$ cat src/rtl/dp_multicycle_ctrl_if.sv
// Bundle between the multi-cycle sequencer and the data-processing path:
// instruction-memory fetch handshake, decoder status inputs and datapath enable strobes.
interface dp_multicycle_ctrl_if;
  // Fetch handshake: imem_req stays high for every FETCH cycle until imem_ack
  // is seen. The instruction word is taken in the cycle where imem_req and
  // imem_ack are both high. imem_ack is ignored outside FETCH.
  logic imem_req;
  logic imem_ack;

  // Decoder status for the instruction held in the IR.
  logic und_ins;
  logic ttcc;
  logic s_bit;
  logic cond_ok;

  // One-cycle datapath enables.
  logic ir_we;
  logic pc_we;
  logic rf_rd;
  logic sh_en;
  logic alu_en;
  logic rf_we;
  logic flags_we;

  modport master (
    output imem_req,
    input  imem_ack,
    input  und_ins,
    input  ttcc,
    input  s_bit,
    input  cond_ok,
    output ir_we,
    output pc_we,
    output rf_rd,
    output sh_en,
    output alu_en,
    output rf_we,
    output flags_we
  );

  modport slave (
    input  imem_req,
    output imem_ack,
    output und_ins,
    output ttcc,
    output s_bit,
    output cond_ok,
    input  ir_we,
    input  pc_we,
    input  rf_rd,
    input  sh_en,
    input  alu_en,
    input  rf_we,
    input  flags_we
  );
endinterface

$ cat src/rtl/dp_multicycle_ctrl.sv
// Multi-cycle sequencer for the data-processing path: fetch, decode, register read,
// shift/ALU, writeback, with fetch timeout, trap handling and a retired-instruction counter.
module dp_multicycle_ctrl #(
  parameter int unsigned FETCH_TIMEOUT = 15,
  parameter int unsigned CNT_W         = 16
) (
  input  logic                 clk,
  input  logic                 rst,
  input  logic                 run,
  input  logic                 trap_clr,
  dp_multicycle_ctrl_if.master bus,
  output logic                 busy,
  output logic                 trap,
  output logic [1:0]           trap_cause,
  output logic [2:0]           state,
  output logic [CNT_W-1:0]     retired
);

  typedef enum logic [2:0] {
    S_IDLE   = 3'd0,
    S_FETCH  = 3'd1,
    S_DECODE = 3'd2,
    S_READ   = 3'd3,
    S_EXEC   = 3'd4,
    S_WB     = 3'd5,
    S_TRAP   = 3'd6,
    S_BAD    = 3'd7
  } state_t;

  localparam logic [1:0] CAUSE_NONE = 2'b00;
  localparam logic [1:0] CAUSE_UND  = 2'b01;
  localparam logic [1:0] CAUSE_TO   = 2'b10;

  // The counter value seen in the last permitted FETCH cycle.
  localparam logic [7:0] WAIT_LAST = 8'(FETCH_TIMEOUT - 1);

  state_t     cur_state;
  state_t     nxt_state;
  logic [7:0] wait_cnt;
  logic [7:0] wait_nxt;
  logic       ret_inc;
  logic [1:0] cause_set;
  logic       trap_release;

  logic imem_req_c;
  logic ir_we_c;
  logic pc_we_c;
  logic rf_rd_c;
  logic sh_en_c;
  logic alu_en_c;
  logic rf_we_c;
  logic flags_we_c;

  always_ff @(posedge clk) begin
    if (rst) begin
      cur_state  <= S_IDLE;
      wait_cnt   <= 8'd0;
      retired    <= '0;
      trap       <= 1'b0;
      trap_cause <= CAUSE_NONE;
    end else begin
      cur_state <= nxt_state;
      wait_cnt  <= wait_nxt;
      if (ret_inc) begin
        retired <= retired + 1'b1;
      end
      if (cause_set != CAUSE_NONE) begin
        trap       <= 1'b1;
        trap_cause <= cause_set;
      end else if (trap_release) begin
        trap       <= 1'b0;
        trap_cause <= CAUSE_NONE;
      end
    end
  end

  always_comb begin
    nxt_state    = cur_state;
    wait_nxt     = wait_cnt;
    ret_inc      = 1'b0;
    cause_set    = CAUSE_NONE;
    trap_release = 1'b0;
    imem_req_c   = 1'b0;
    ir_we_c      = 1'b0;
    pc_we_c      = 1'b0;
    rf_rd_c      = 1'b0;
    sh_en_c      = 1'b0;
    alu_en_c     = 1'b0;
    rf_we_c      = 1'b0;
    flags_we_c   = 1'b0;

    unique case (cur_state)
      S_IDLE: begin
        wait_nxt = 8'd0;
        if (run) begin
          nxt_state = S_FETCH;
        end
      end

      S_FETCH: begin
        imem_req_c = 1'b1;
        // An ack in the final permitted cycle still wins over the timeout.
        if (bus.imem_ack) begin
          ir_we_c   = 1'b1;
          pc_we_c   = 1'b1;
          wait_nxt  = 8'd0;
          nxt_state = S_DECODE;
        end else if (wait_cnt >= WAIT_LAST) begin
          wait_nxt  = 8'd0;
          cause_set = CAUSE_TO;
          nxt_state = S_TRAP;
        end else begin
          wait_nxt = 8'(wait_cnt + 8'd1);
        end
      end

      S_DECODE: begin
        if (bus.und_ins) begin
          cause_set = CAUSE_UND;
          nxt_state = S_TRAP;
        end else if (!bus.cond_ok) begin
          ret_inc   = 1'b1;
          nxt_state = run ? S_FETCH : S_IDLE;
        end else begin
          nxt_state = S_READ;
        end
      end

      S_READ: begin
        rf_rd_c   = 1'b1;
        nxt_state = S_EXEC;
      end

      S_EXEC: begin
        sh_en_c   = 1'b1;
        alu_en_c  = 1'b1;
        nxt_state = S_WB;
      end

      S_WB: begin
        // Compare/test ops only update flags; they never write a register.
        rf_we_c    = ~bus.ttcc;
        flags_we_c = bus.s_bit | bus.ttcc;
        ret_inc    = 1'b1;
        nxt_state  = run ? S_FETCH : S_IDLE;
      end

      S_TRAP: begin
        if (trap_clr) begin
          trap_release = 1'b1;
          nxt_state    = S_IDLE;
        end
      end

      default: begin
        nxt_state = S_IDLE;
      end
    endcase
  end

  // Strobes are held low while rst is high so a reset landing mid-instruction
  // can never leak a write into the datapath.
  assign bus.imem_req = imem_req_c & ~rst;
  assign bus.ir_we    = ir_we_c    & ~rst;
  assign bus.pc_we    = pc_we_c    & ~rst;
  assign bus.rf_rd    = rf_rd_c    & ~rst;
  assign bus.sh_en    = sh_en_c    & ~rst;
  assign bus.alu_en   = alu_en_c   & ~rst;
  assign bus.rf_we    = rf_we_c    & ~rst;
  assign bus.flags_we = flags_we_c & ~rst;

  assign busy  = (cur_state != S_IDLE);
  assign state = cur_state;

endmodule

$ cat src/flat_wrapper.sv
// flat-port wrapper written by rule: the top's interface ports become plain ports
module dp_multicycle_ctrl_flat 
#(
  parameter int unsigned FETCH_TIMEOUT = 15,
  parameter int unsigned CNT_W         = 16
)
  (clk, rst, run, trap_clr, busy, trap, trap_cause, state, retired, bus_imem_req, bus_imem_ack, bus_und_ins, bus_ttcc, bus_s_bit, bus_cond_ok, bus_ir_we, bus_pc_we, bus_rf_rd, bus_sh_en, bus_alu_en, bus_rf_we, bus_flags_we);
  dp_multicycle_ctrl_if bus_i ();
  input  logic clk;
  input  logic rst;
  input  logic run;
  input  logic trap_clr;
  output logic busy;
  output logic trap;
  output logic [1:0] trap_cause;
  output logic [2:0] state;
  output logic [CNT_W-1:0] retired;
  output wire logic [$bits(bus_i.imem_req)-1:0] bus_imem_req;
  input wire logic [$bits(bus_i.imem_ack)-1:0] bus_imem_ack;
  input wire logic [$bits(bus_i.und_ins)-1:0] bus_und_ins;
  input wire logic [$bits(bus_i.ttcc)-1:0] bus_ttcc;
  input wire logic [$bits(bus_i.s_bit)-1:0] bus_s_bit;
  input wire logic [$bits(bus_i.cond_ok)-1:0] bus_cond_ok;
  output wire logic [$bits(bus_i.ir_we)-1:0] bus_ir_we;
  output wire logic [$bits(bus_i.pc_we)-1:0] bus_pc_we;
  output wire logic [$bits(bus_i.rf_rd)-1:0] bus_rf_rd;
  output wire logic [$bits(bus_i.sh_en)-1:0] bus_sh_en;
  output wire logic [$bits(bus_i.alu_en)-1:0] bus_alu_en;
  output wire logic [$bits(bus_i.rf_we)-1:0] bus_rf_we;
  output wire logic [$bits(bus_i.flags_we)-1:0] bus_flags_we;
  assign bus_imem_req = bus_i.imem_req;
  assign bus_i.imem_ack = bus_imem_ack;
  assign bus_i.und_ins = bus_und_ins;
  assign bus_i.ttcc = bus_ttcc;
  assign bus_i.s_bit = bus_s_bit;
  assign bus_i.cond_ok = bus_cond_ok;
  assign bus_ir_we = bus_i.ir_we;
  assign bus_pc_we = bus_i.pc_we;
  assign bus_rf_rd = bus_i.rf_rd;
  assign bus_sh_en = bus_i.sh_en;
  assign bus_alu_en = bus_i.alu_en;
  assign bus_rf_we = bus_i.rf_we;
  assign bus_flags_we = bus_i.flags_we;
  dp_multicycle_ctrl #(.FETCH_TIMEOUT(FETCH_TIMEOUT), .CNT_W(CNT_W)) u_core (.clk(clk), .rst(rst), .run(run), .trap_clr(trap_clr), .bus(bus_i), .busy(busy), .trap(trap), .trap_cause(trap_cause), .state(state), .retired(retired));
endmodule
$ cat config.mk
export PLATFORM = sky130hd
export DESIGN_NAME = dp_multicycle_ctrl_flat
export DESIGN_NICKNAME = d
export VERILOG_FILES = /design/src/rtl/dp_multicycle_ctrl_if.sv /design/src/rtl/dp_multicycle_ctrl.sv /design/src/flat_wrapper.sv
export SDC_FILE = /design/constraint.sdc
export NUM_CORES = 1
export LEC_CHECK = 0
export ABC_AREA = 1
export CORE_ASPECT_RATIO = 0.8
export CORE_MARGIN = 10
export CORE_UTILIZATION = 50
export CTS_BUF_LIST = sky130_fd_sc_hd__clkbuf_4 sky130_fd_sc_hd__clkbuf_8
export DETAILED_ROUTE_END_ITERATION = 12
export GPL_ROUTABILITY_DRIVEN = 0
export MAX_ROUTING_LAYER = met4
export PLACE_DENSITY = 0.91
export SYNTH_ARGS = -nofsm -noshare
export SYNTH_HDL_FRONTEND = slang
export SYNTH_SLANG_ARGS = --single-unit
$ cat constraint.sdc
create_clock -name clk -period 3.6 [get_ports clk]
set_input_delay 0.36 -clock clk [delete_from_list [all_inputs] [get_ports clk]]
set_output_delay 0.36 -clock clk [all_outputs]
set_load 0.01 [all_outputs]
# Word-level counts from Yosys, hierarchy flattened
# Index checks and enable logic that the tools add are counted.
[classes] add_sub_neg=2 multipliers=0 div=0 order_cmp=1 n_eq_ne=9 shifts=0 n_mux=31 bitwise=9 reduce_logical=6
[ops] cell="$pmux W3 S7" n=1
[ops] cell="$mux W3" n=6
[ops] cell="$add A16 B1 Y16 const B" n=1
[ops] cell="$mux W8" n=2
[ops] cell="$pmux W8 S2" n=1
[ops] cell="$mux W1" n=15
[ops] cell="$eq A3 B3 Y1 const B" n=3
[ops] cell="$add A8 B1 Y8 const B" n=1
[ops] cell="$ge A8 B4 Y1 const B" n=1
[ops] cell="$mux W2" n=4
[ops] cell="$and A1 B1 Y1" n=6
[ops] cell="$eq A3 B2 Y1 const B" n=2
[ops] cell="$reduce_bool A2 Y1" n=3
[ops] cell="$ne A2 B2 Y1 const B" n=2
[ops] cell="$pmux W2 S2" n=1
[ops] cell="$eq A3 B1 Y1 const B" n=1
[ops] cell="$logic_not A3 Y1" n=1
[ops] cell="$ne A3 B2 Y1 const B" n=1
[ops] cell="$reduce_and A3 Y1" n=1
[ops] cell="$reduce_bool A3 Y1" n=1
[ops] cell="$not A1 Y1" n=2
[ops] cell="$pmux W1 S2" n=1
[ops] cell="$or A1 B1 Y1" n=1
[word_totals] ff_bits=30 latchBits=0 mem_bits_rw=0 mem_bits_ro=0 input_bits=9 output_inout_bits=31 word_cells=63 memories=0

# Logic depth before layout (Yosys ltp)
[logic_depth] word_depth=6 mapped_depth=8 ltp_nobuf=8

# Worst setup path before layout
# Ideal clock, no wire load.
[synth_timing] kind="register to output" start="reg u_core.cur_state[2], in the netlist u_core.state[2]" end="out bus_pc_we" arrival_ps=1227 required_time_ps=3240 setup_slack_ps=2013 stages_incl_launch_ff=6 path_buffers=2 path_cell_list="dfxtp_1 -> buf_2 -> inv_2 -> nand3_2 -> nor3_1 -> buf_4"
[synth_via] elab_chain_len=3
[synth_lines] item="start, declared" line_no="dp_multicycle_ctrl.sv:37" source="state_t cur_state;"
[synth_lines] item="start signal, assigned" line_no="dp_multicycle_ctrl.sv:62" source="cur_state <= nxt_state;"
[synth_lines] item="$eq A3 B1 Y1"
[synth_lines] item="$mux W1"
[synth_lines] item="$and A1 B1 Y1"
[synth_lines] item="end, declared" line_no="flat_wrapper.sv:25" source="output wire logic [$bits(bus_i.pc_we)-1:0] bus_pc_we;"
# No other way between the ends.

# Worst setup path after layout
[layout_timing] start="in rst" end="out bus_alu_en"
[layout_via] elab_chain_len=2
[layout_lines] item="start, declared" line_no="flat_wrapper.sv:10" source="input logic rst;"
[layout_lines] item="$not A1 Y1" line_no="dp_multicycle_ctrl.sv:168" source="assign bus.alu_en = alu_en_c & ~rst;"
[layout_lines] item="$and A1 B1 Y1" line_no="dp_multicycle_ctrl.sv:168"
[layout_lines] item="end, declared" line_no="flat_wrapper.sv:28" source="output wire logic [$bits(bus_i.alu_en)-1:0] bus_alu_en;"
# No other way between the ends.

==> impl_metrics.json <==
{
  "skew_ns": 0.00330,
  "final_nets": 290,
  "max_freq_ghz": 0.439,
  "synth_cells": 237,
  "r2r_cells": 6,
  "ioPinCount": 40,
  "rsz0062_at_grt": "false",
  "antenna_left": 0,
  "hold_viol": 0,
  "vdd_drop_max_mv": 0.414,
  "firstDrtPassIters": 4,
  "dp_hpwl_um": 3100,
  "path_clk_slew_ns": 0.06,
  "cpMostUsedCell": "clkdlybuf4s50_1",
  "synth.most_common_cell": "nand2_1",
  "synthArstFlopShare_pct": 0,
  "io_buffers": 39,
  "synth-seq-cells": 30,
  "fin_crit_sh_pct": 63.2,
  "use_met3_pct": 4.98,
  "initial_utilization_pct": 51.7,
  "cts.repair.resized": 0,
  "outcome": "finished clean",
  "r2r_end": "u_core.retired[10]",
  "synth_ff_type": "dfxtp_1",
  "grt_max_degree": 19,
  "dieWidth_um": 82.9,
  "fin_crit_ns": 2.28,
  "clockBufferDepth": 2,
  "postCtsSetupBuffers": 0,
  "relSlewSlack_pct": 74.5,
  "drc": 0,
  "core_sq_mm": 0.00306,
  "yosysTopAreaCell": "dfxtp_1",
  "cap_violations": 0,
  "worstPathArrival_ns": 1.92,
  "dieArea_sq_mm": 0.00583,
  "viasPerCell": 5.08,
  "critical_path.startpoint": "rst",
  "clk_latency_ns": 0.27,
  "cp_slowest_stage_delay_ns": 0.56,
  "power.total_mw": 1.03,
  "syn-num-nets": 249,
  "synth_cell_types": 28,
  "cts_tree": "built",
  "grt_pass1_wl_um": 7050,
  "cts_hold_buffers": 0,
  "ys_seq_area_share_pct": 37.9,
  "ys_warn_count": 0,
  "crit_type": "primary input to output pin",
  "drt_iter0_drc": 187,
  "grt_most_used_layer": "met2",
  "yosysTopAreaCellShare_pct": 37.9,
  "grt.total_usage_pct": 14.4,
  "timing.rr.start": "u_core.retired[0]",
  "cts_sinks": 30,
  "worstPathRequired_ns": 3.24,
  "ys_top_cells_by_area": "dfxtp_1 38%, nand2_1 14%, nor2_1 7.6%",
  "endpoint": "bus_alu_en",
  "antenna_found_initial": 0,
  "place_area_sq_mm": 0.00199,
  "num_vias": 1617,
  "drv_slew": 0,
  "worst_slew_pin_slew_ns": 0.381,
  "gr-usage-met1_pct": 16.9,
  "syn_area_sq_mm": 0.00158,
  "root_buffer": "clkbuf_8",
  "htree_num_levels": 2,
  "use_met2_pct": 22.9,
  "cts_buffers": 5,
  "crit_chain": "clkdlybuf4s50_1, buf_4, nor2_1, clkdlybuf4s50_1",
  "hp-class": "flip-flop to flip-flop",
  "synth.avg_cell_area_sq_um": 6.68,
  "setup-violations-final": 0,
  "row_count": 18,
  "die_h_um": 70.3,
  "routedWlPerCell_um": 12.8,
  "synth_edf_count": 0,
  "critPathMaxFanout": 18,
  "p_per_area_mw_per_mm2": 496,
  "fin_area_sq_mm": 0.00208,
  "grt_pass1_vias": 1495,
  "drive_gt1_share_pct": 6.83,
  "p_leak_nw": 0.812,
  "fin_setup_tns_ns": 0,
  "worstSetupEndpointType": "output pin",
  "synth_common_cells": "57 x nand2_1, 32 x nor2_1, 30 x dfxtp_1",
  "antenna_cells": 0,
  "crit_path_top_delay_cell": "clkdlybuf4s50_1",
  "area_delta_synth_final_pct": 31.1,
  "critPathLaunchType": "primary input",
  "routed_wl_um": 4070,
  "grt-ovfl-total": 0,
  "regToRegSetupSlack_ns": 2.11
}
-- sequential cells by signal, summed over array words and instances (netlist names) --
register and cells:
u_core.retired 16, u_core.trap_cause 2, u_core.state 3, u_core.trap 1, u_core.wait_cnt 8
-- area by class of cell --
cell class | instances | area [sq um]
fill | 272 | 986
timing repair buffer | 40 | 398
sequential | 30 | 601
tap | 40 | 50.0
multi-input combinational | 168 | 821
clock buffer | 7 | 83.8
inverter | 33 | 124
-- logic make-up after synthesis --
| group | count (synthesis) | synth area share [%] |
|---|---|---|
| buffers and inverters | 39 | 10.3 |
| and+or+nand+nor | 128 | 35.8 |
| AOI/OAI and AO/OA | 33 | 11.5 |
| DFF | 30 | 37.9 |
| adders and majority gates | 3 | 2.37 |
| xor gates and xnor gates | 4 | 2.21 |
-- metrics by stage --
stage               hold slack, ns  setup slack [ns]  cells  utilization, %
global route                 0.457              1.25    318            67.8
floorplan                    0.424              2.01    237               -
detailed placement           0.436              1.31    311            65.1
CTS                          0.446              1.31    318            67.8
global placement             0.430              1.39    311            65.1
finish                       0.445              1.32    318            67.8
-- where the power goes --
part | leakage, nW | internal, mW | switching [mW] | total (mW)
logic | 0.525 | 0.149 | 0.212 | 0.361
registers | 0.242 | 0.360 | 0.0462 | 0.406
clock network | 0.0452 | 0.148 | 0.116 | 0.264
-- critical path, delay by kind of cell --
family                 cells  cell delay [ns]
AND/OR/NAND/NOR            1             0.18
buffers and inverters      3             1.37
-- worst min-delay path by stage --
stage / start / slack, ns / cells past startpoint / to
floorplan: u_core.wait_cnt[7] / 0.42 / 2 / u_core.wait_cnt[7]
global placement: u_core.wait_cnt[6] / 0.43 / 2 / u_core.wait_cnt[6]
detailed placement: u_core.wait_cnt[7] / 0.44 / 2 / u_core.wait_cnt[7]
finish: u_core.wait_cnt[7] / 0.44 / 2 / u_core.wait_cnt[7]
CTS: u_core.wait_cnt[7] / 0.45 / 2 / u_core.wait_cnt[7]
global route: u_core.wait_cnt[7] / 0.46 / 2 / u_core.wait_cnt[7]
-- metal layers --
metal / share of wire, % / up-vias
met5: 0 / -
met4: 0.56 / 0
met3: 7.0 / 2
met2: 47 / 48
met1: 45 / 720
li1: - / 847
-- cells in the final DEF (no fill, tap or decap) --
cell type	netlist	layout
clkbuf_4	0	2
inv_1	29	29
a21oi_1	19	19
nor3_1	7	7
nor2_2	1	1
xor2_1	2	2
nand2_2	1	1
ha_1	3	3
a41oi_1	1	1
nand2_1	57	57
o21a_1	1	1
nand3_2	2	2
nand3_1	16	16
xnor2_1	2	2
dfxtp_1	30	30
o21ai_0	7	7
o31ai_1	1	1
a31oi_1	1	1
o21ai_1	1	1
clkbuf_8	0	5
o21ai_2	1	1
o211ai_1	1	1
nand2_4	2	2
nand4_1	10	10
inv_2	4	4
nor2_1	32	32
clkdlybuf4s50_1	0	39
buf_4	2	1
No activity file was read; power rests on OpenSTA's default activity.
